`src/rtl/jk_pkg.sv`:
```
// Shared JK flip-flop definitions: 2-bit command encoding {J,K} and the
// reference next-state function used by the cells and by models.
package jk_pkg;

  typedef enum logic [1:0] {
    JK_HOLD = 2'b00,
    JK_RST  = 2'b01,
    JK_SET  = 2'b10,
    JK_TGL  = 2'b11
  } jk_cmd_t;

  // Characteristic equation Q+ = J&~Q | ~K&Q, with jk = {J,K}
  function automatic logic jk_next(input logic q, input logic [1:0] jk);
    return (jk[1] & ~q) | (~jk[0] & q);
  endfunction

endpackage

```
`src/rtl/jk_cell.sv`:
```
// Single JK stage built from a D flip-flop; resets to 0.
module jk_cell
  import jk_pkg::*;
(
  input  logic clk,
  input  logic rst_n,
  input  logic j,
  input  logic k,
  output logic q
);

  // D flip-flop fed by the JK characteristic equation
  always_ff @(posedge clk or negedge rst_n) begin
    if (!rst_n) q <= 1'b0;
    else        q <= jk_next(q, {j, k});
  end

endmodule

```
`src/rtl/jk_mod_counter.sv`:
```
// Modulo-MOD up/down counter built from WIDTH JK cells. The J/K inputs of
// every bit are decoded from the current count, direction and load; the
// wrap and out-of-range-load pulses are registered alongside the cells.
module jk_mod_counter
  import jk_pkg::*;
#(
  parameter int WIDTH = 4,
  parameter int MOD   = 10
) (
  input  logic             clk,
  input  logic             rst_n,
  input  logic             en,
  input  logic             up,
  input  logic             load,
  input  logic [WIDTH-1:0] load_val,
  output logic [WIDTH-1:0] q,
  output logic             tc,
  output logic             wrap,
  output logic             load_err
);

  localparam logic [WIDTH-1:0] MAX_VAL = WIDTH'(MOD - 1);
  // One extra bit so MOD == 2**WIDTH is representable in the range compare
  localparam logic [WIDTH:0]   MOD_EXT = (WIDTH + 1)'(MOD);

  logic [WIDTH-1:0] j;
  logic [WIDTH-1:0] k;
  logic             at_end;
  logic             in_range;
  logic [WIDTH-1:0] clamp_val;

  assign at_end    = up ? (q == MAX_VAL) : (q == '0);
  assign in_range  = ({1'b0, load_val} < MOD_EXT);
  assign clamp_val = in_range ? load_val : MAX_VAL;
  assign tc        = en & ~load & at_end;

  // Per-bit J/K decode: load > terminal-count wrap > ripple toggle > hold
  always_comb begin
    logic [1:0] cmd;
    logic       chain;
    j     = '0;
    k     = '0;
    cmd   = JK_HOLD;
    chain = 1'b1;
    for (int i = 0; i < WIDTH; i++) begin
      cmd = JK_HOLD;
      if (load) begin
        cmd = clamp_val[i] ? JK_SET : JK_RST;
      end else if (en) begin
        if (at_end)     cmd = (!up && MAX_VAL[i]) ? JK_SET : JK_RST;
        else if (chain) cmd = JK_TGL;
      end
      j[i]  = cmd[1];
      k[i]  = cmd[0];
      // Bit i+1 toggles only if every lower bit is 1 (up) or 0 (down)
      chain = chain & (up ? q[i] : ~q[i]);
    end
  end

  for (genvar gi = 0; gi < WIDTH; gi++) begin : g_bit
    jk_cell u_cell (
      .clk   (clk),
      .rst_n (rst_n),
      .j     (j[gi]),
      .k     (k[gi]),
      .q     (q[gi])
    );
  end

  // Registered status pulses, one cycle after the causing edge
  always_ff @(posedge clk or negedge rst_n) begin
    if (!rst_n) begin
      wrap     <= 1'b0;
      load_err <= 1'b0;
    end else begin
      wrap     <= tc;
      load_err <= load & ~in_range;
    end
  end

endmodule

```
`config.mk`:
```
export PLATFORM = sky130hd
export DESIGN_NAME = jk_mod_counter
export DESIGN_NICKNAME = d
export VERILOG_FILES = /design/src/rtl/jk_pkg.sv /design/src/rtl/jk_cell.sv /design/src/rtl/jk_mod_counter.sv
export SDC_FILE = /design/constraint.sdc
export NUM_CORES = 1
export LEC_CHECK = 0
export BUFFER_PORTS_ARGS = -buffer_cell sky130_fd_sc_hd__buf_2
export CORE_AREA = 10 10 47 49
export DETAILED_ROUTE_END_ITERATION = 6
export DIE_AREA = 0 0 57 59
export RECOVER_POWER = 25
export SLEW_MARGIN = 30
export SYNTH_ARGS = -nofsm -noshare
export SYNTH_HDL_FRONTEND = slang
export SYNTH_SLANG_ARGS = --single-unit
export TNS_END_PERCENT = 10
```
`constraint.sdc`:
```
create_clock -name clk -period 1.3 [get_ports clk]
set_input_delay 0.195 -clock clk [delete_from_list [all_inputs] [get_ports clk]]
set_output_delay 0.195 -clock clk [all_outputs]
set_load 0.01 [all_outputs]
```
# ---- Word level (Yosys, flattened, before mapping)
# Index checks and enable logic that the tools add are counted.
dict set report totals {
  reg_bits 6
  wordCells 61
  input_bits 9
}
dict set report op_classes {
  magnitude_cmp 1
  n_reduce_logical 1
  muxes 25
  n_eq_ne 1
  n_bitwise 27
}
# op count
set ops {}
lappend ops {{$mux 2} 20}
lappend ops {{$and 1x1->1} 13}
lappend ops {{$not 1->1} 10}
lappend ops {{$eq 4x4->1 const B} 1}
lappend ops {{$logic_not 4->1} 1}
lappend ops {{$lt 4x4->1 const B} 1}
lappend ops {{$mux 1} 4}
lappend ops {{$mux 4} 1}
lappend ops {{$or 1x1->1} 4}

# ---- Logic depth before layout (Yosys ltp)
# Gate-level depths: netlist (run 1).
dict set report depth {
  depth_word 11
  mapped_depth 5
  ltp_nobuf 4
}

# ---- Cells and area by module
# From an unflattened synthesis (run 1), not the netlist that was laid out.
dict set report hier_totals {
  hier_cells 47
  hier_area_um2 430.4
}
# module cells_each instances area_each_um2 seq_area_each_um2
set modules_own_cells {}
lappend modules_own_cells {jk_mod_counter 35 1 275.3 50.0}
lappend modules_own_cells {jk_cell 3 4 38.8 25.0}

# ---- Worst setup path before layout (run 1)
# Ideal clock, no wire load.
dict set report synth_path {
  path_type {register -> output}
  start {register g_bit[0].u_cell.q}
  end {output port tc}
  path_stages_with_launch 4
  required_time_ns 1.105
  arrival_time_ns 1.212
  path_slack_ns -0.107
  path_cell_list {dfrtp_1 > buf_2 > or3_2 > a21oi_1}
}
dict set report synth_between {
  elab_chain_len 3
  word_cells_on_any_way 4
}
# item line_no
set synth_lines {}
lappend synth_lines {{from (decl)} jk_cell.sv:9} ;# output logic q
lappend synth_lines {{from (signal assigned)} jk_cell.sv:15} ;# else q <= jk_next(q, {j, k});
lappend synth_lines {{$eq 4x4->1 / $logic_not 4->1 (equally long branches)} jk_mod_counter.sv:32} ;# assign at_end = up ? (q == MAX_VAL) : (q == '0);
lappend synth_lines {{$mux 1 (*)} jk_mod_counter.sv:32}
lappend synth_lines {{$and 1x1->1 (*)} jk_mod_counter.sv:35} ;# assign tc = en & ~load & at_end;
lappend synth_lines {{to (decl)} jk_mod_counter.sv:17} ;# output logic tc,
# Mark *: on every way between the ends. The rest lies on a longest branch, timed or not.

# ---- Worst setup path in the final report (run 1)
dict set report layout_path {
  start {register g_bit[1].u_cell.q}
  end {output port tc}
}
dict set report layout_between {
  elab_chain_len 3
  word_cells_on_any_way 4
}
# item line_no
set layout_lines {}
lappend layout_lines {{from (decl)} jk_cell.sv:9}
lappend layout_lines {{from (signal assigned)} jk_cell.sv:15}
lappend layout_lines {{$eq 4x4->1 / $logic_not 4->1 (equally long branches)} jk_mod_counter.sv:32}
lappend layout_lines {{$mux 1 (*)} jk_mod_counter.sv:32}
lappend layout_lines {{$and 1x1->1 (*)} jk_mod_counter.sv:35}
# Marked as above.

==> results.json, run 1 <==
{
  "outcome": "finished, violations left",
  "violations": "setup timing",
  "rsz0062_at_grt": "yes",
  "synth_top_area_share_pct": 34.3,
  "die_area_um2": 3360,
  "vias_per_cell": 4.80,
  "core-area_um2": 1400,
  "synth_nets": 58,
  "grt_overflow_total": 0,
  "r2r-end": "g_bit[2].u_cell.q$_DFF_PN0_",
  "yosysUniqueCellTypes": 24,
  "grt_first_pass_wirelength_um": 2040,
  "ant_nets": 0,
  "worstReg2RegStart": "g_bit[1].u_cell.q$_DFF_PN0_",
  "hold_viol_final": 0,
  "dieHeight_um": 59,
  "min_from": "load_val[3]",
  "post-route-drc-count": 0,
  "dr_total_vias": 413,
  "drt-initial-drc-count": 5,
  "numCtsBuffers": 3,
  "placed_area_um2": 539,
  "crit_type": "register to output port",
  "worst_setup_path_start_kind": "register",
  "die_width_um": 57,
  "synth_area_um2": 438,
  "post-route-period-util_pct": 123,
  "ys_seq_area_share_pct": 34.3,
  "r2r_cells": 5,
  "holdPathEnd": "g_bit[2].u_cell.q$_DFF_PN0_",
  "cts_tree": "done",
  "yosysWarnings": 0,
  "setup_viol": 4,
  "rrSetupSlack_ns": -0.17,
  "layout-area-overhead-vs-synth_pct": 38.3,
  "dp.final_hpwl_um": 950,
  "fin_area_um2": 606,
  "cp_max_fo": 2,
  "gp_congestion": 0.783,
  "crit_path_end_kind": "output port",
  "cts_root_buffer": "clkbuf_4",
  "cts.htree.levels": 1,
  "fin_tns_setup_ns": -0.599,
  "routedWlPerCell_um": 14.0,
  "initial_utilization_pct": 31.3,
  "num-nets-final": 81,
  "avgSynthCellArea_um2": 8.94,
  "fin_ws_ns": -0.302,
  "p_leak_nw": 0.305,
  "ioPinCount": 16,
  "tightest_slew_ns": 0.348,
  "io_buffers": 15,
  "ir_drop_mv": 0.305,
  "synth_top_cell_by_area": "dfrtp_1",
  "synth_top_flop_cell": "dfrtp_1",
  "drv_cap": 0,
  "synthTopCellsByCount": "6 x a21oi_1, 6 x dfrtp_1, 5 x buf_4",
  "fp-row-count": 14,
  "grt_max_degree": 8,
  "antenna_found_initial": 0,
  "synth_area_leaders": "dfrtp_1 34%, buf_4 8.6%, a21oi_1 6.9%, xor2_1 6.0%, buf_6 5.1%",
  "final_layout_size_suffix_gt1_share_pct": 48.6,
  "ys_ff_latch": 6,
  "min_path_cells": 2,
  "grt_usage_pct": 7.59,
  "grt_pass1_vias": 445,
  "fin_skew_ns": 0.00650,
  "critPathRequiredTime_ns": 1.11,
  "synth_edf_count": 0,
  "clock-sinks": 6,
  "max_clock_freq_mhz": 624,
  "slew_viol_final": 0,
  "path_clk_slew_ns": 0.05,
  "clockBufferDepth": 2,
  "clk_latency_ns": 0.24,
  "p_per_area_nw_per_um2": 1040,
  "synth_cells": 49,
  "hold_class": "input port to register",
  "dr.pass1.iters": 4,
  "antenna_cells": 0,
  "synth-async-reset-ratio_pct": 100,
  "timing.final.crit_period_ns": 1.60,
  "maxSlewHeadroom_pct": 76.8,
  "critPathArrivalTime_ns": 1.41,
  "drt-total-wl_um": 1210,
  "utilization_pct": 43.2
}
## kinds of logic (layout without fill, tap and decap cells)
group | count (synthesis) | after routing | share of synthesized area, %
buffers and inverters | 11 | 32 | 17.4
muxes | 2 | 2 | 4.57
and+or+nand+nor | 12 | 12 | 15.7
xor gates and xnor gates | 4 | 4 | 8.00
AOI/OAI and AO/OA | 14 | 14 | 20.0
DFF | 6 | 6 | 34.3
## state kept, by name, summed over array words and instances (netlist names)
signal and flops:
g_bit.u_cell.q 4, load_err 1, wrap 1
## cell usage in the layout, fill, tap and decap left out, types with 2 or more instances in the layout
cell / instances
buf_4: 11
inv_1: 2
nand2_1: 4
a21oi_1: 5
xor2_1: 3
o21ai_1: 2
mux2i_1: 2
nand3_1: 2
buf_2: 13
dfrtp_1: 6
nor2_1: 2
clkbuf_4: 3
## power breakdown
group          switching, W  internal (W)  total, W
Sequential        0.0000128      0.000206  0.000219
Clock             0.0000662      0.000104  0.000171
Combinational      0.000121      0.000119  0.000239
Total              0.000200      0.000429  0.000629
## through the flow
| stage | worst slack [ns] | hold slack [ns] | instances | power (W) |
|---|---|---|---|---|
| 6_report | -0.302 | 0.174 | 86 | 0.000629 |
| 5_1_grt | -0.344 | 0.172 | 86 | 0.000669 |
| 4_1_cts | -0.304 | 0.160 | 85 | 0.000635 |
| 3_5_place_dp | -0.0721 | 0.0285 | 79 | 0.000442 |
| 3_3_place_gp | -0.0467 | 0.0242 | 79 | 0.000437 |
| 2_1_floorplan | -0.0261 | -0.101 | 49 | 0.000388 |
## final cells by class
class | count | area [um2]
fillers | 152 | 796
flip-flops and latches | 6 | 150
multi-input cells | 32 | 233
inverters | 2 | 7.51
clock buffers | 3 | 22.5
well taps | 16 | 20.0
repair buffers | 27 | 173
## worst max-delay path: stages (launching register included)
cell	delay [ns]
dfrtp_1	0.38
or4b_4	0.53
a21oi_4	0.14
buf_6	0.12
## how the worst max path moves through the flow
stage	from	end	slack (ns)	cells after the start
2_1_floorplan	g_bit[2].u_cell.q$_DFF_PN0_	tc	-0.03	3
3_3_place_gp	g_bit[1].u_cell.q$_DFF_PN0_	tc	-0.05	3
3_5_place_dp	g_bit[1].u_cell.q$_DFF_PN0_	tc	-0.07	3
4_1_cts	g_bit[1].u_cell.q$_DFF_PN0_	tc	-0.30	3
5_1_grt	g_bit[1].u_cell.q$_DFF_PN0_	tc	-0.34	3
6_report	g_bit[1].u_cell.q$_DFF_PN0_	tc	-0.30	3
## metal layers
metal / share of wire (%) / GRT usage (%) / wire length [um] / vias to the layer above
li1: - / - / - / 209
met1: 44 / 7.80 / 533 / 192
met2: 47 / 12.2 / 569 / 10
met3: 6.2 / 2.79 / 75 / 2
met4: 2.2 / 6.04 / 26 / 0
met5: 0 / 0 / 0 / -
## repair_timing
item	in CTS	in global routing
setup buffers	2	1
endpoints found under the setup margin	3	3
pin swaps	0	0
gates resized for setup	2	0
hold endpoints to repair	6	0
hold buffers	1	0
No activity file was read; power rests on OpenSTA's default activity.
==> inputs of run 2 (changes only) <==
--- a/config.mk
+++ b/config.mk
@@ -5,12 +5,13 @@
 export SDC_FILE = /design/constraint.sdc
 export NUM_CORES = 1
 export LEC_CHECK = 0
+export ABC_AREA = 1
 export BUFFER_PORTS_ARGS = -buffer_cell sky130_fd_sc_hd__buf_2
 export CORE_AREA = 10 10 47 49
 export DETAILED_ROUTE_END_ITERATION = 6
 export DIE_AREA = 0 0 57 59
 export RECOVER_POWER = 25
-export SLEW_MARGIN = 30
+export SLEW_MARGIN = 20
 export SYNTH_ARGS = -nofsm -noshare
 export SYNTH_HDL_FRONTEND = slang
 export SYNTH_SLANG_ARGS = --single-unit
==> results.json, run 2 <==
{
  "synth-async-reset-ratio_pct": 100,
  "rsz0062_at_grt": "yes",
  "yosysWarnings": 0,
  "layout_commonest_cell": "nand2_1",
  "synth_top_cell_by_area": "dfrtp_1",
  "path_clk_slew_ns": 0.05,
  "pwr-share-comb_pct": 34.2,
  "yosysUniqueCellTypes": 16,
  "netSwitchingPower_w": 0.000237,
  "ys_ff_latch": 6,
  "hold_class": "input port to register",
  "layout_common_cells": "14 x nand2_1, 12 x buf_2, 10 x nor2_1, 7 x nand3_1, 6 x nand2_2",
  "routedWlPerCell_um": 11.9,
  "tightest_slew_ns": 0.367,
  "io_buffers": 15,
  "setup_viol": 2,
  "dp.final_hpwl_um": 936,
  "core-area_um2": 1400,
  "fp-row-count": 14,
  "critPathRequiredTime_ns": 1.11,
  "totalPowerFinal_w": 0.000640,
  "crit_path_end_kind": "output port",
  "max_clock_freq_mhz": 721,
  "avgSynthCellArea_um2": 7.04,
  "synth_cells": 67,
  "num-nets-final": 93,
  "synth_most_common_cell": "nand2_1",
  "critPathTopFamily": "flip-flops",
  "ir_drop_mv": 0.628,
  "initial_utilization_pct": 33.7,
  "cpPeakStageDelay_ns": 0.44,
  "hold_viol_final": 0,
  "top_register": "g_bit.u_cell.q",
  "crit_type": "register to output port",
  "largest_reg_flops": 4,
  "grt_pass1_vias": 446,
  "dpl.cell_count": 93,
  "drt-initial-drc-count": 2,
  "placed_area_um2": 522,
  "cts_tree": "done",
  "drt-total-wl_um": 1170,
  "dr.pass1.iters": 3,
  "synth_top_area_share_pct": 31.8,
  "netSwitchingFraction_pct": 37.0,
  "maxSlewHeadroom_pct": 75.5,
  "synthTopCellsByCount": "15 x nand2_1, 11 x nor2_1, 7 x nand3_1",
  "worstReg2RegStart": "g_bit[0].u_cell.q$_DFF_PN0_",
  "critPathArrivalTime_ns": 1.19,
  "synth_edf_count": 0,
  "clk_latency_ns": 0.25,
  "grt_overflow_total": 0,
  "synth_area_um2": 472,
  "ioPinCount": 16,
  "gp_congestion": 0.857,
  "fin_ws_ns": -0.0869,
  "seqPwrFrac_pct": 37.4,
  "die_width_um": 57,
  "worst_setup_path_start_kind": "register",
  "antenna_cells": 0,
  "ys_seq_area_share_pct": 31.8,
  "crit_chain": "nor2_8, nand2_2, nand2_2, nand2_4, nor2_4, buf_6",
  "ant_nets": 0,
  "critPathBufInv": 1,
  "stdcell_count": 98,
  "fin_tns_setup_ns": -0.114,
  "hold_ws_ns": 0.188,
  "clockBufferDepth": 2,
  "grt_max_degree": 7,
  "timing.final.crit_period_ns": 1.39,
  "layout-area-overhead-vs-synth_pct": 24.4,
  "p_leak_nw": 0.321,
  "power.share.clock_pct": 28.4,
  "slew_viol_final": 0,
  "synth_top_flop_cell": "dfrtp_1",
  "synth_area_leaders": "dfrtp_1 32%, nand2_1 12%, nor2_1 8.8%, nand2_2 8.0%, nand3_1 7.4%",
  "antenna_found_initial": 0,
  "clock-sinks": 6,
  "cp_slowest_cell": "dfrtp_2",
  "largestRegisters": "g_bit.u_cell.q: 4 flops, load_err: 1 flops, wrap: 1 flops",
  "vias_per_cell": 4.73,
  "fin_area_um2": 587,
  "drv_cap": 0,
  "die_area_um2": 3360,
  "cts_root_buffer": "clkbuf_4",
  "dieHeight_um": 59,
  "post-route-drc-count": 0,
  "grt_usage_pct": 7.75,
  "violations": "setup timing",
  "post-route-period-util_pct": 107,
  "min_from": "load_val[1]",
  "cp-startpoint": "g_bit[0].u_cell.q$_DFF_PN0_",
  "crit_path_frequent_cell": "nand2_2",
  "outcome": "finished, violations left",
  "power.internal_w": 0.000404,
  "final_layout_size_suffix_gt1_share_pct": 40.2,
  "cts.htree.levels": 1,
  "numCtsBuffers": 3,
  "fin_skew_ns": 0.000737,
  "p_per_area_nw_per_um2": 1090,
  "synth_nets": 76,
  "grt_first_pass_wirelength_um": 1950,
  "dr_total_vias": 464,
  "cp_max_fo": 3
}
## run 2: what timing repair did
item / 4_1_cts / 5_1_grt
hold endpoints to repair: 6 / 0
hold buffers: 1 / 0
resized for setup: 2 / 6
setup buffers: 1 / 0
setup endpoints to repair: 1 / 3
## run 2: per-stage QoR
stage                     utilization (%)  worst slack [ns]
after floorplan                         -             0.163
final                                41.9           -0.0869
after CTS                            40.4            -0.136
after global routing                 41.9            -0.155
after global placement               37.2            0.0999
after detailed placement             37.2            0.0687
## run 2: final cells by class
class,instances,area (um2)
clock buffers,3,22.5
flip-flops and latches,6,151
multi-input cells,48,263
inverters,7,26.3
well taps,16,20.0
repair buffers,18,104
fillers,160,815
## run 2: cell families after synthesis
kind of cell,count (synthesis),synth area share (%)
AO/OA/AOI/OAI,4,4.77
XOR/XNOR,2,3.71
buffers and inverters,13,16.7
flip-flops,6,31.8
AND/OR/NAND/NOR,42,43.0
## run 2: final timing paths
path	slack, ns	cells after the start	to
setup / recovery	-0.09	6	tc
hold / removal	0.19	3	g_bit[1].u_cell.q$_DFF_PN0_
setup reg to reg	0.05	6	g_bit[1].u_cell.q$_DFF_PN0_
hold reg to reg	0.66	3	wrap$_DFF_PN0_
max in group asynchronous	0.65	2	g_bit[0].u_cell.q$_DFF_PN0_
min in group asynchronous	0.36	2	g_bit[1].u_cell.q$_DFF_PN0_
## run 2: per-layer routing
layer,global-route usage [%],part of all wire (%),vias up
li1,-,-,235
met1,6.32,37,218
met2,12.9,52,7
met3,4.08,6.3,4
met4,8.05,4.2,0
met5,0,0,-
## run 2: tightest hold or removal path: stages
cell and delay, ns:
buf_2 0.09, nand2_1 0.05, nand3_1 0.07
## run 2: power by group through the flow
stage	clock (W)	combinational, W	sequential, W
after CTS	0.000187	0.000208	0.000236
after detailed placement	0	0.000196	0.000240
after global routing	0.000204	0.000244	0.000242
after global placement	0	0.000195	0.000240
final	0.000182	0.000219	0.000239
after floorplan	0	0.000168	0.000230
